**config.mk**
```make
export PLATFORM = sky130hd
export DESIGN_NAME = mem_readback_reader
export DESIGN_NICKNAME = d
export VERILOG_FILES = /design/src/rtl/mem_readback_reader_pkg.sv /design/src/rtl/mem_readback_reader.sv
export SDC_FILE = /design/constraint.sdc
export NUM_CORES = 1
export LEC_CHECK = 0
export BUFFER_PORTS_ARGS = -buffer_cell sky130_fd_sc_hd__buf_2
export CAP_MARGIN = 20
export CORE_ASPECT_RATIO = 1.1
export CORE_UTILIZATION = 55
export DETAILED_ROUTE_END_ITERATION = 12
export PLACE_DENSITY = 0.84
export SYNTH_ARGS = -nofsm -noshare
export SYNTH_HDL_FRONTEND = slang
export SYNTH_SLANG_ARGS = --single-unit
```
**constraint.sdc**
```tcl
create_clock -name clock -period 4.39 [get_ports clock]
set_input_delay 0.2195 -clock clock [delete_from_list [all_inputs] [get_ports clock]]
set_output_delay 0.2195 -clock clock [all_outputs]
set_load 0.02 [all_outputs]
```
**src/rtl/mem_readback_reader_pkg.sv**
```systemverilog
// Shared constants for the memory loader / readback pair and the readback FSM encoding.
package mem_readback_reader_pkg;

    localparam int DEFAULT_DATA_W = 16;
    localparam int DEFAULT_ADDR_W = 9;

    typedef enum logic [2:0] {
        ST_IDLE    = 3'd0,
        ST_READ    = 3'd1,
        ST_WAIT    = 3'd2,
        ST_PRESENT = 3'd3,
        ST_DONE    = 3'd4
    } state_t;

endpackage

```
**src/rtl/mem_readback_reader.sv**
```systemverilog
// Walks a block of memory_ip addresses and streams the words out over valid/ready,
// one outstanding read at a time so the memory port is only driven while in READ.
module mem_readback_reader
    import mem_readback_reader_pkg::*;
#(
    parameter int DATA_W       = DEFAULT_DATA_W,
    parameter int ADDR_W       = DEFAULT_ADDR_W,
    parameter int READ_LATENCY = 1
) (
    input  logic              clock,
    input  logic              reset,
    input  logic              start,
    input  logic [ADDR_W-1:0] base_addr,
    input  logic [ADDR_W:0]   word_count,
    output logic [ADDR_W-1:0] mem_addr,
    output logic              mem_rden,
    input  logic [DATA_W-1:0] mem_q,
    output logic [DATA_W-1:0] out_data,
    output logic              out_valid,
    input  logic              out_ready,
    output logic              busy,
    output logic              done
);

    localparam logic [1:0]        WAIT_INIT = 2'(READ_LATENCY - 1);
    localparam logic [ADDR_W-1:0] ADDR_ONE  = ADDR_W'(1);
    localparam logic [ADDR_W:0]   CNT_ONE   = (ADDR_W + 1)'(1);

    state_t              r_state;
    logic [ADDR_W:0]     r_remaining;
    logic [1:0]          r_wait_cnt;
    logic [ADDR_W-1:0]   r_mem_addr;
    logic                r_mem_rden;
    logic [DATA_W-1:0]   r_out_data;
    logic                r_out_valid;
    logic                r_busy;
    logic                r_done;

    // r_mem_addr doubles as the address counter; it only moves when a new READ is entered.
    always_ff @(posedge clock) begin
        if (reset) begin
            r_state     <= ST_IDLE;
            r_remaining <= '0;
            r_wait_cnt  <= '0;
            r_mem_addr  <= '0;
            r_mem_rden  <= 1'b0;
            r_out_data  <= '0;
            r_out_valid <= 1'b0;
            r_busy      <= 1'b0;
            r_done      <= 1'b0;
        end else begin
            r_done <= 1'b0;
            case (r_state)
                ST_IDLE: begin
                    if (start) begin
                        r_busy <= 1'b1;
                        if (word_count != '0) begin
                            r_mem_addr  <= base_addr;
                            r_remaining <= word_count;
                            r_mem_rden  <= 1'b1;
                            r_state     <= ST_READ;
                        end else begin
                            r_state <= ST_DONE;
                        end
                    end
                end
                ST_READ: begin
                    r_mem_rden <= 1'b0;
                    r_wait_cnt <= WAIT_INIT;
                    r_state    <= ST_WAIT;
                end
                ST_WAIT: begin
                    if (r_wait_cnt == '0) begin
                        r_out_data  <= mem_q;
                        r_out_valid <= 1'b1;
                        r_state     <= ST_PRESENT;
                    end else begin
                        r_wait_cnt <= r_wait_cnt - 2'd1;
                    end
                end
                ST_PRESENT: begin
                    // Word is held until the sink takes it; no read-ahead.
                    if (out_ready) begin
                        r_out_valid <= 1'b0;
                        r_remaining <= r_remaining - CNT_ONE;
                        if (r_remaining == CNT_ONE) begin
                            r_state <= ST_DONE;
                        end else begin
                            r_mem_addr <= r_mem_addr + ADDR_ONE;
                            r_mem_rden <= 1'b1;
                            r_state    <= ST_READ;
                        end
                    end
                end
                ST_DONE: begin
                    r_done  <= 1'b1;
                    r_busy  <= 1'b0;
                    r_state <= ST_IDLE;
                end
                default: begin
                    r_state <= ST_IDLE;
                end
            endcase
        end
    end

    assign mem_addr  = r_mem_addr;
    assign mem_rden  = r_mem_rden;
    assign out_data  = r_out_data;
    assign out_valid = r_out_valid;
    assign busy      = r_busy;
    assign done      = r_done;

endmodule

```
Word level (Yosys, flattened, before mapping)
Index checks and enable logic that the tools add are counted.

operators by class
  $add $sub $neg = 3
  equal/unequal tests = 11
  multiplexer cells = 28
  reductions and logical operators = 16

operator list
  operator                                            count
  2-to-1 mux 9 bit                                    4
  2-to-1 mux 10 bit                                   3
  case mux 10 bit (2 select lines)                    1
  case mux 9 bit (2 select lines)                     1
  2-to-1 mux 3 bit                                    5
  inequality test 2 bit, second input constant        6
  case mux 3 bit (4 select lines)                     1
  == test 10 x 1 -> 1 bit, second input constant      1
  AND reduction 5 bit                                 2
  nonzero test 10 bit                                 1
  subtractor 10 x 1 -> 10 bit, second input constant  1
  adder 9 x 1 -> 9 bit, second input constant         1
  2-to-1 mux 1 bit                                    8
  nonzero test 2 bit                                  4
  == test 3 x 2 -> 1 bit, second input constant       2
  AND reduction 2 bit                                 3
  AND reduction 3 bit                                 2
  case mux 1 bit (2 select lines)                     2
  case mux 2 bit (2 select lines)                     1
  AND reduction 4 bit                                 1
  == test 3 x 1 -> 1 bit, second input constant       1
  == test 3 bit, second input constant                1
  zero test 3 bit                                     1
  case mux 1 bit (3 select lines)                     1
  other kinds (4)                                     4

storage, ports and cells
  register bits after elaboration = 44
  output and inout port bits = 29
  word-level logic and storage cells = 67

Depth between registers and ports, before layout
  word-level depth = 4
  mapped depth = 8
  gate-level depth less buffers = 7

Worst setup path after synthesis
OpenSTA, ideal clock, no wires.

  path type = register -> register
  from = register r_state[0]
  to = register r_mem_addr[2] (netlist: mem_addr[2])
  setup time = 0.135 ns
  arrival = 1.681 ns
  required time = 4.255 ns
  path slack = 2.574 ns
  stages on the path, launching flop included = 9
  clock period less this slack = 1.816 ns
  cells stage by stage = dfxtp_1 -> buf_6 -> or3b_1 -> a21o_1 -> a211o_1 -> buf_6 -> buf_6 -> nor2_1 -> o32ai_2

between the ends
  cells in the longest elaborated chain, start to end = 3

ends and longest elaborated chain
  item                                                                                 RTL line                   source
  start: declaration                                                                   mem_readback_reader.sv:29  state_t r_state;
  start signal: assignment                                                             mem_readback_reader.sv:42  r_state <= ST_IDLE;
  start signal: assignment                                                             mem_readback_reader.sv:61  r_state <= ST_READ;
  start signal: assignment                                                             mem_readback_reader.sv:63  r_state <= ST_DONE;
  == test 3 x 2 -> 1 bit / zero test 3 bit (equally long branches)                     mem_readback_reader.sv:53  case (r_state)
  inequality test 2 bit (no source line) / nonzero test 2 bit (equally long branches)  n/a
  AND reduction 5 bit (no source line)                                                 n/a
  end signal: assignment                                                               mem_readback_reader.sv:58  r_mem_addr <= base_addr;
  end signal: assignment                                                               mem_readback_reader.sv:89  r_mem_addr <= r_mem_addr + ADDR_ONE;
  end: declaration                                                                     mem_readback_reader.sv:32  logic [ADDR_W-1:0] r_mem_addr;

Parallel ways exist; a longest one is shown, timed or not.
A chain may end at the register's enable or synchronous reset.

Worst setup path in the final report
  from = register r_state[0]
  to = register r_mem_addr[1] (netlist: mem_addr[1])

Same word-level chain as after synthesis.

==> results.tsv <==
stage	metric	value	unit
outcome	status	complete, no violations	
layout	layout.nets	394	
drt	ant_nets	0	
yosys	async_reset_ff_frac	0	
setup_path	path_class	register to register	
min_path	min_path_cells	3	
setup_path	critPathLaunchType	register	
global_routing	grtUsageTotal	0.253	
sta	slew_viol_final	0	
setup_path	slowest_delay	0.61	ns
placement	dp_hpwl	3650	µm
drt	drt-pass1-iter-count	4	
die	die_w	63.2	µm
yosys	synth-main-ff-cell	dfxtp_1	
setup_path	slowest_stage	dfxtp_1	
global_routing	grt-ovfl-total	0	
pwr	power.switching	0.352	mW
die	die_y	69.3	µm
sta	fmaxAchievable	430	MHz
sta	fin_hold_ws	0.139	ns
setup_path	r2r_slack	2.07	ns
setup_path	rr_worst_depth	5	
clock_tree	cts.htree.levels	2	
setup_path	crit_chain	and3b_1 -> and2_1 -> a211o_1 -> nor3_1 -> a31o_2	
yosys	yosys.area.top_type	dfxtp_1	
placement	place_ws	2.08	ns
yosys	syn_area_per_cell	7.62	µm²
layout	drive_above_1_share	0.236	
pwr	combPwrFrac	0.261	
setup_path	critPathArrivalTime	2.53	ns
global_routing	first_global_vias	2022	
die	num_rows	24	
sta	finalSetupViolations	0	
yosys	synth_cell_types	46	
layout	antennaDiodeCount	0	
global_routing	antenna_found_initial	0	
sta	hold_violations	0	
setup_path	cp.required	4.60	ns
yosys	synth_edf_count	0	
layout	multi_input_area	1240	µm²
drt	vias	2260	
yosys	synthCells	297	
layout	fill_cells	367	
pwr	intPower	0.650	mW
pwr	leakage	1.14	nW
clock_tree	cts_sinks	44	
sta	period_share	0.529	
clock_tree	cts_resized	0	
drt	drc	0	
sta	fin_ws	2.07	ns
sta	rsz0062_at_grt	false	
pwr	pwr-share-seq	0.476	
yosys	ys.warnings.count	0	
flow_run	max_cap_violations	0	
drt	vias_per_cell	5.59	
setup_path	critical_path.reg2reg.startpoint	r_state[0]$_SDFFE_PP0P_	
global_routing	grt_max_degree	45	
die	ios	68	
clock_tree	cts_tree	done	
placement	place_congestion	0.831	
drt	wl_per_cell	13.0	µm
layout	post-route-util	0.670	
sta	tightest_slew	0.820	ns
min_path	hp-class	primary input to register	
yosys	syn-num-nets	340	
layout	syn2layout_area_growth	17.4	%
layout	seq_area	881	µm²
sta	slew_headroom	0.453	
setup_path	crit_start	r_state[0]$_SDFFE_PP0P_	
clock_tree	clk_pin_slew	0.09	ns
placement	numPortBuffers	67	
pwr	pwr-share-clk	0.263	
yosys	synth_area	2260	µm²
pwr	p_per_area	378	nW/µm²
yosys	yosysSeqAreaShare	0.389	
global_routing	grt_pass1_wl	8990	µm
setup_path	worstSetupEndpoint	mem_addr[1]$_SDFFE_PP0P_	
clock_tree	clk_latency	0.30	ns
die	start_util	0.571	
sta	min_period	2.32	ns
die	die-area	4380	µm²
clock_tree	cts_root_buf	clkbuf_8	
die	core	3960	µm²
yosys	synth.area.top_cells	dfxtp_1, a21oi_1, nand2_1	
yosys	synth_top_area_frac	0.389	
sta	skew	0.00516	ns
clock_tree	cts_setup_buffers	0	
setup_path	path_max_fanout	18	
clock_tree	clockBufferDepth	2	
setup_path	critPathCaptureType	register	
drt	drt_wl_total	5250	µm
drt	drt_iter0_markers	145	
clock_tree	cts_buffers	5	
yosys	synth-seq-cells	44	
sta	final.setup.tns	0	ns
pwr	power.share.switching	0.351	
setup_path	reg2reg_to	mem_addr[1]$_SDFFE_PP0P_	
clock_tree	postCtsHoldBufs	0	
pwr	vdd_drop_max	0.000201	V
-- cell usage in the layout (no fill, tap or decap), drive strengths merged, types with 2 or more instances in the layout --
master / instances
a211oi: 5
a21oi: 43
a22oi: 2
a2bb2oi: 2
a31o: 2
a31oi: 3
and2: 2
and3: 5
and4: 2
buf: 68
clkbuf: 5
clkinvlp: 2
dfxtp: 44
ha: 4
inv: 8
mux2i: 2
nand2: 53
nand2b: 2
nand3: 7
nor2: 35
nor3: 11
nor3b: 3
nor4: 4
o211ai: 2
o21a: 2
o21ai: 7
o32ai: 10
-- cell usage after synthesis (3+ instances only) --
cell type / instances
nand2_1: 53
dfxtp_1: 44
a21oi_1: 43
nor2_1: 35
clkbuf_1: 13
nor3_1: 11
inv_1: 8
nand3_1: 7
o21ai_0: 7
o32ai_1: 7
and3_1: 5
buf_2: 5
a211oi_1: 4
ha_1: 4
a31oi_1: 3
buf_6: 3
nor3b_1: 3
nor4_1: 3
o32ai_2: 3
-- logic make-up (layout without fill, tap and decap cells) --
group / after synthesis / after routing / synth area share
DFF: 44 / 44 / 0.389
and+or+nand+nor: 132 / 132 / 0.269
muxes: 2 / 2 / 0.00885
AOI/OAI and AO/OA: 86 / 86 / 0.250
buffers and inverters: 29 / 84 / 0.0608
adders and majority gates: 4 / 4 / 0.0221
-- power by group through the flow --
stage,registers [mW],logic (mW),clock network (mW)
3_5_place_dp,0.486,0.262,0
4_1_cts,0.477,0.263,0.272
3_3_place_gp,0.484,0.257,0
2_1_floorplan,0.503,0.178,0
5_1_grt,0.483,0.293,0.281
6_report,0.477,0.262,0.264
-- area by class of cell --
cell class | instances | area share
multi-input cells | 224 | 0.469
flip-flops and latches | 44 | 0.332
repair buffers | 68 | 0.129
clock buffers | 5 | 0.0259
well taps | 52 | 0.0245
inverters | 8 | 0.0113
clock inverters | 3 | 0.00895
-- how the worst min path moves through the flow --
stage	startpoint	end	slack [ns]
floorplan	mem_q[0]	out_data[0]$_SDFFE_PP0P_	0.36
global placement	out_data[10]$_SDFFE_PP0P_	out_data[10]$_SDFFE_PP0P_	0.44
detailed placement	out_data[14]$_SDFFE_PP0P_	out_data[14]$_SDFFE_PP0P_	0.44
CTS	mem_q[15]	out_data[15]$_SDFFE_PP0P_	0.12
global route	mem_q[0]	out_data[0]$_SDFFE_PP0P_	0.14
finish	mem_q[5]	out_data[5]$_SDFFE_PP0P_	0.14
-- layer usage --
metal / global-route usage / up-vias / share of wire
met2: 0.424 / 53 / 0.47
met1: 0.317 / 1036 / 0.46
met4: 0.0775 / 0 / 0.014
li1: - / 1163 / -
met3: 0.0592 / 8 / 0.055
met5: 0 / - / 0
-- critical path, delay by kind of cell (launching register included) --
kind            cells  cell delay [ns]
compound gates      2             0.77
flops               1             0.61
simple gates        3             0.84
-- flip-flops by register name (all words and copies together), names as in the netlist --
register / count
mem_rden: 1
mem_addr: 9
r_remaining: 10
busy: 1
out_valid: 1
out_data: 16
r_state: 3
done: 1
r_wait_cnt: 2
-- per-stage QoR --
| stage | cell area, µm² | total power, mW | std cells |
|---|---|---|---|
| after CTS | 2660 | 1.01 | 404 |
| after global routing | 2660 | 1.06 | 404 |
| after global placement | 2560 | 0.741 | 396 |
| after detailed placement | 2560 | 0.748 | 396 |
| after floorplan | 2260 | 0.681 | 297 |
| final | 2660 | 1.00 | 404 |
(Power assumes the default switching activity.)
